`config.mk`:
```
export PLATFORM = sky130hd
export DESIGN_NAME = serial_addsub
export DESIGN_NICKNAME = d
export VERILOG_FILES = /design/src/rtl/serial_addsub_pkg.sv /design/src/rtl/chunk_add.sv /design/src/rtl/serial_addsub.sv
export SDC_FILE = /design/constraint.sdc
export NUM_CORES = 1
export LEC_CHECK = 0
export CORE_UTILIZATION = 48
export DETAILED_ROUTE_END_ITERATION = 12
export PLACE_DENSITY = 0.76
export SKIP_CTS_REPAIR_TIMING = 1
export SLEW_MARGIN = 10
export SYNTH_ARGS = -nofsm -noshare
export SYNTH_HDL_FRONTEND = slang
export SYNTH_HIERARCHICAL = 1
export SYNTH_SLANG_ARGS = --single-unit
```
`constraint.sdc`:
```
create_clock -name clk -period 2.35 [get_ports clk]
set_input_delay 0.47 -clock clk [delete_from_list [all_inputs] [get_ports clk]]
set_output_delay 0.47 -clock clk [all_outputs]
set_load 0.03 [all_outputs]
```
`src/rtl/serial_addsub_pkg.sv`:
```
// Shared op-codes, FSM state encodings and result-flag type for the serial add/subtract unit.
package serial_addsub_pkg;

  localparam logic [1:0] OP_ADD = 2'b00;
  localparam logic [1:0] OP_SUB = 2'b01;
  localparam logic [1:0] OP_ADC = 2'b10;
  localparam logic [1:0] OP_SBB = 2'b11;

  localparam logic [1:0] StIdle = 2'd0;
  localparam logic [1:0] StRun  = 2'd1;
  localparam logic [1:0] StDone = 2'd2;

  typedef struct packed {
    logic cf;
    logic ovf;
    logic zf;
    logic nf;
  } flags_t;

  // Subtraction is a + ~b + 1, so the borrow-in inverts into the initial carry.
  function automatic logic init_carry(input logic [1:0] op, input logic cin);
    logic c;
    unique case (op)
      OP_ADD:  c = 1'b0;
      OP_SUB:  c = 1'b1;
      OP_ADC:  c = cin;
      default: c = ~cin;
    endcase
    return c;
  endfunction

endpackage

```
`src/rtl/chunk_add.sv`:
```
// W-bit combinational adder slice with carry in/out; the single arithmetic element of the unit.
module chunk_add #(
  parameter int unsigned W = 8
) (
  input  logic [W-1:0] a_i,
  input  logic [W-1:0] b_i,
  input  logic         cin_i,
  output logic [W-1:0] s_o,
  output logic         cout_o
);

  always_comb begin
    {cout_o, s_o} = {1'b0, a_i} + {1'b0, b_i} + {{W{1'b0}}, cin_i};
  end

endmodule

```
`src/rtl/serial_addsub.sv`:
```
// Multi-cycle N-bit add/subtract: W bits per clock, LSB chunk first, valid/ready on both sides.
module serial_addsub
  import serial_addsub_pkg::*;
#(
  parameter int unsigned N = 32,
  parameter int unsigned W = 8
) (
  input  logic         clk,
  input  logic         clr_n,
  input  logic         in_valid,
  output logic         in_ready,
  input  logic [N-1:0] a,
  input  logic [N-1:0] b,
  input  logic [1:0]   op,
  input  logic         cin,
  output logic         out_valid,
  input  logic         out_ready,
  output logic [N-1:0] sum,
  output logic         cf,
  output logic         ovf,
  output logic         zf,
  output logic         nf
);

  localparam int unsigned Chunks = N / W;
  localparam int unsigned CntW   = (Chunks > 1) ? $clog2(Chunks) : 1;
  localparam logic [CntW-1:0] LastCnt = CntW'(Chunks - 1);

  if ((W == 0) || (N % W != 0)) begin : g_bad_width
    $error("serial_addsub: N must be a non-zero multiple of W");
  end

  logic [1:0]      state_q, state_d;
  logic [CntW-1:0] cnt_q, cnt_d;
  logic [N-1:0]    a_q, a_d;
  logic [N-1:0]    b_q, b_d;
  logic [N-1:0]    res_q, res_d;
  logic            carry_q, carry_d;
  logic            zacc_q, zacc_d;
  logic            sub_q, sub_d;
  logic            out_valid_q, out_valid_d;
  logic [N-1:0]    sum_q, sum_d;
  flags_t          flags_q, flags_d;

  logic [W-1:0]    chunk_s;
  logic            chunk_cout;

  chunk_add #(
    .W(W)
  ) u_chunk_add (
    .a_i   (a_q[W-1:0]),
    .b_i   (b_q[W-1:0]),
    .cin_i (carry_q),
    .s_o   (chunk_s),
    .cout_o(chunk_cout)
  );

  always_comb begin
    in_ready = clr_n & ((state_q == StIdle) | ((state_q == StDone) & out_ready));

    state_d     = state_q;
    cnt_d       = cnt_q;
    a_d         = a_q;
    b_d         = b_q;
    res_d       = res_q;
    carry_d     = carry_q;
    zacc_d      = zacc_q;
    sub_d       = sub_q;
    out_valid_d = out_valid_q;
    sum_d       = sum_q;
    flags_d     = flags_q;

    unique case (state_q)
      StIdle: begin
        if (in_valid) begin
          state_d = StRun;
          cnt_d   = '0;
          a_d     = a;
          b_d     = op[0] ? ~b : b;
          carry_d = init_carry(op, cin);
          zacc_d  = 1'b1;
          sub_d   = op[0];
        end
      end
      StRun: begin
        // Operands drain from the bottom while result chunks enter from the top.
        a_d     = a_q >> W;
        b_d     = b_q >> W;
        res_d   = (res_q >> W) | (N'(chunk_s) << (N - W));
        carry_d = chunk_cout;
        zacc_d  = zacc_q & (chunk_s == '0);
        cnt_d   = cnt_q + CntW'(1);
        if (cnt_q == LastCnt) begin
          state_d     = StDone;
          cnt_d       = '0;
          out_valid_d = 1'b1;
          sum_d       = res_d;
          flags_d.cf  = sub_q ^ chunk_cout;
          flags_d.ovf = (a_q[W-1] == b_q[W-1]) & (chunk_s[W-1] != a_q[W-1]);
          flags_d.zf  = zacc_d;
          flags_d.nf  = chunk_s[W-1];
        end
      end
      StDone: begin
        if (out_ready) begin
          out_valid_d = 1'b0;
          if (in_valid) begin
            state_d = StRun;
            cnt_d   = '0;
            a_d     = a;
            b_d     = op[0] ? ~b : b;
            carry_d = init_carry(op, cin);
            zacc_d  = 1'b1;
            sub_d   = op[0];
          end else begin
            state_d = StIdle;
          end
        end
      end
      default: begin
        state_d     = StIdle;
        out_valid_d = 1'b0;
      end
    endcase
  end

  always_ff @(posedge clk or negedge clr_n) begin
    if (!clr_n) begin
      state_q     <= StIdle;
      cnt_q       <= '0;
      a_q         <= '0;
      b_q         <= '0;
      res_q       <= '0;
      carry_q     <= 1'b0;
      zacc_q      <= 1'b0;
      sub_q       <= 1'b0;
      out_valid_q <= 1'b0;
      sum_q       <= '0;
      flags_q     <= '0;
    end else begin
      state_q     <= state_d;
      cnt_q       <= cnt_d;
      a_q         <= a_d;
      b_q         <= b_d;
      res_q       <= res_d;
      carry_q     <= carry_d;
      zacc_q      <= zacc_d;
      sub_q       <= sub_d;
      out_valid_q <= out_valid_d;
      sum_q       <= sum_d;
      flags_q     <= flags_d;
    end
  end

  assign out_valid = out_valid_q;
  assign sum       = sum_q;
  assign cf        = flags_q.cf;
  assign ovf       = flags_q.ovf;
  assign zf        = flags_q.zf;
  assign nf        = flags_q.nf;

endmodule

```
==> results.py <==
metrics = {
    "final_layout": {
        "fin_cells": 809,
        "nets": 702,
        "final_core_util_pct": 62.86,
        "fin_area_um2": 8358,
        "antenna_cells": 0,
        "area_growth_pct": 27.46,
        "drive_above_1_share_pct": 28.75,
    },
    "global_routing": {
        "grt_pass1_wl_mm": 20.87,
        "met2_usage_pct": 30.19,
        "grt_max_degree": 132,
        "grt_overflow_total": 0,
        "track_usage_pct": 18.84,
        "met1_usage_pct": 24.83,
        "antenna_found_initial": 0,
        "grt_pass1_vias": 4283,
        "met3_usage_pct": 5.556,
        "grt_busiest_layer": "met2",
    },
    "power": {
        "power_density_nw_per_um2": 1576,
        "ir_drop_mv": 0.7012,
        "p_leak_uw": 0.003966,
    },
    "drt": {
        "totalWireLength_mm": 12.51,
        "vias_per_cell": 5.091,
        "drc_errors": 0,
        "vias": 4119,
        "drt_iter0_drc": 233,
        "wl_per_cell_um": 15.47,
        "drtAntennaViolNets": 0,
        "drtPass1Iterations": 6,
    },
    "setup_path": {
        "arrival_ps": 2640,
        "crit_fanout": 2,
        "path_common_cell": "fa_2",
        "critical_path.slowest_cell": "fa_2",
        "critPathTopFamily": "adder cells",
        "critPathMaxStageDelay_ps": 420,
        "worstPathCellList": "fa_2 -> fa_2 -> a21oi_2 -> o21bai_1 -> xor2_1 -> nor4_1 -> nand4b_1 -> o21ai_1",
        "reg2reg_to": "zf",
        "setup.worst_path.start_class": "register",
        "endpoint_kind": "register",
        "ff2ff_path_depth": 8,
        "critPathKind": "reg -> reg",
        "cp_data_required_time_ps": 2680,
        "reg2reg_from": "carry_q",
        "worst-path-buf-inv": 0,
        "r2r_slack_ps": 40,
    },
    "logic_synthesis": {
        "synth.top_cells.by_count": "dfrtp_1, nand2_1, mux2_2, mux2_4, xor2_1",
        "synth_top_cell_by_area": "dfrtp_1",
        "avgSynthCellArea_um2": 12.86,
        "synth_flop_cell": "dfrtp_1",
        "seq_area_frac_synth_pct": 49.99,
        "synth_area_leaders": "dfrtp_1, mux2_4, mux2_2, nand2_1, xor2_1",
        "synth.distinct_cells": 43,
        "synth_edf_count": 0,
        "ys_warn_count": 6,
        "synth_top_area_share_pct": 49.99,
        "netlist_area_um2": 6558,
        "syn-num-nets": 591,
        "ys_ff_latch": 131,
        "ys_async_sr_fraction_pct": 100.0,
        "netlist_instances": 510,
        "post-synth-top-count-cell": "dfrtp_1",
    },
    "timing": {
        "slew_headroom_pct": 52.10,
        "slew_viol_final": 0,
        "setup_violations": 0,
        "min_period_ps": 2307,
        "whs_ps": 131.3,
        "finalHoldViolations": 0,
        "rsz0062_at_grt": "true",
        "worst_pin_slew_ps": 718.4,
        "fmaxAchievable_mhz": 433.5,
        "skew_ps": 5.730,
        "min_period_over_period_pct": 98.16,
    },
    "clocking": {
        "cts.clk_slew.worst_paths_ps": 50,
        "cts_sinks": 131,
        "clockRootBuffer": "clkbuf_16",
        "tritoncts": "yes",
        "htreeDepth": 4,
        "cts_buffer_depth": 2,
        "numCtsBuffers": 17,
        "clock_latency_ps": 410,
    },
    "floorplan": {
        "die_area_um2": 14130,
        "core_um2": 13300,
        "initial_utilization_pct": 49.32,
        "die_h_um": 118.9,
        "row_count": 42,
        "num_io_pins": 109,
        "die_width_um": 118.9,
    },
    "run_status": {
        "status": "complete, no violations",
    },
    "placed_design": {
        "io_buffers": 108,
        "post-dp-hpwl_mm": 8.434,
        "dpl-instance-area_um2": 7770,
        "gp_congestion": 0.7778,
        "placed_cells": 775,
    },
    "worst_hold_path": {
        "min_path_type": "in -> async",
    },
    "job": {
        "maxCapViolCount": 0,
    },
}
[layer usage]
layer	share of wire [%]	wire length, µm
met3	4.9	612
met5	0	0
met1	46	5792
met4	0.82	102
met2	48	6006
[cells in the final DEF (no fill, tap or decap), drive strengths merged, types with 3 or more instances in the layout]
master and n:
a21o 4, a21oi 8, a22o 8, buf 18, clkbuf 21, clkdlybuf4s50 105
clkinv 5, clkinvlp 4, dfrtp 131, ha 8, inv 11, mux2 122
mux2i 16, nand2 80, nand2b 4, nand3b 3, nor2 11, nor3 3
nor3b 3, o21ai 7, xnor2 11, xor2 26
[sequential cells by signal, summed over array words and instances (netlist names)]
name       cells
out_valid      1
carry_q        1
zf             1
res_q         24
a_q           32
sub_q          1
cnt_q          2
state_q        2
b_q           32
ovf            1
zacc_q         1
cf             1
sum           32
[final cells by class]
cell class	instances	area (µm²)
inverters	11	41.29
fillers	1022	4937
clock inverters	10	85.08
well taps	176	220.2
clock buffers	21	460.4
flip-flops and latches	131	3278
repair buffers	123	1250
multi-input cells	337	3023
[worst max-delay path by stage]
| stage | from | cells after the start | to | slack (ps) |
|---|---|---|---|---|
| 3_5_place_dp | a_q[0] | 8 | zacc_q | -100 |
| 6_report | carry_q | 8 | zf | 40 |
| 2_1_floorplan | a_q[0] | 8 | carry_q | 70 |
| 5_1_grt | carry_q | 8 | zacc_q | -60 |
| 4_1_cts | a_q[0] | 8 | carry_q | -100 |
| 3_3_place_gp | a_q[0] | 8 | carry_q | -10 |
[per-stage QoR]
step / setup TNS, ps / total power (µW) / setup slack [ps]
detailed placement: -251.5 / 10580 / -95.00
global placement: -9.671 / 10330 / -9.671
floorplan: 0 / 8934 / 65.67
finish: 0 / 13170 / 43.28
global route: -100.5 / 13990 / -56.54
CTS: -280.7 / 13070 / -101.8
[report_power, final]
| part | switching (µW) | internal (µW) |
|---|---|---|
| sequential | 687 | 3350 |
| combinational | 3170 | 3550 |
| clock | 922 | 1490 |
| total | 4780 | 8390 |
[logic make-up after synthesis]
group           count (synthesis)  synth area share (%)
compound gates                 38                 4.217
flops                         131                 49.99
fa+ha+maj                      10                 2.137
mux                           138                 26.60
simple gates                  114                 7.785
buf+inv                        42                 4.331
xor+xnor                       37                 4.942
Note: power is estimated with default switching activity, not from simulation.
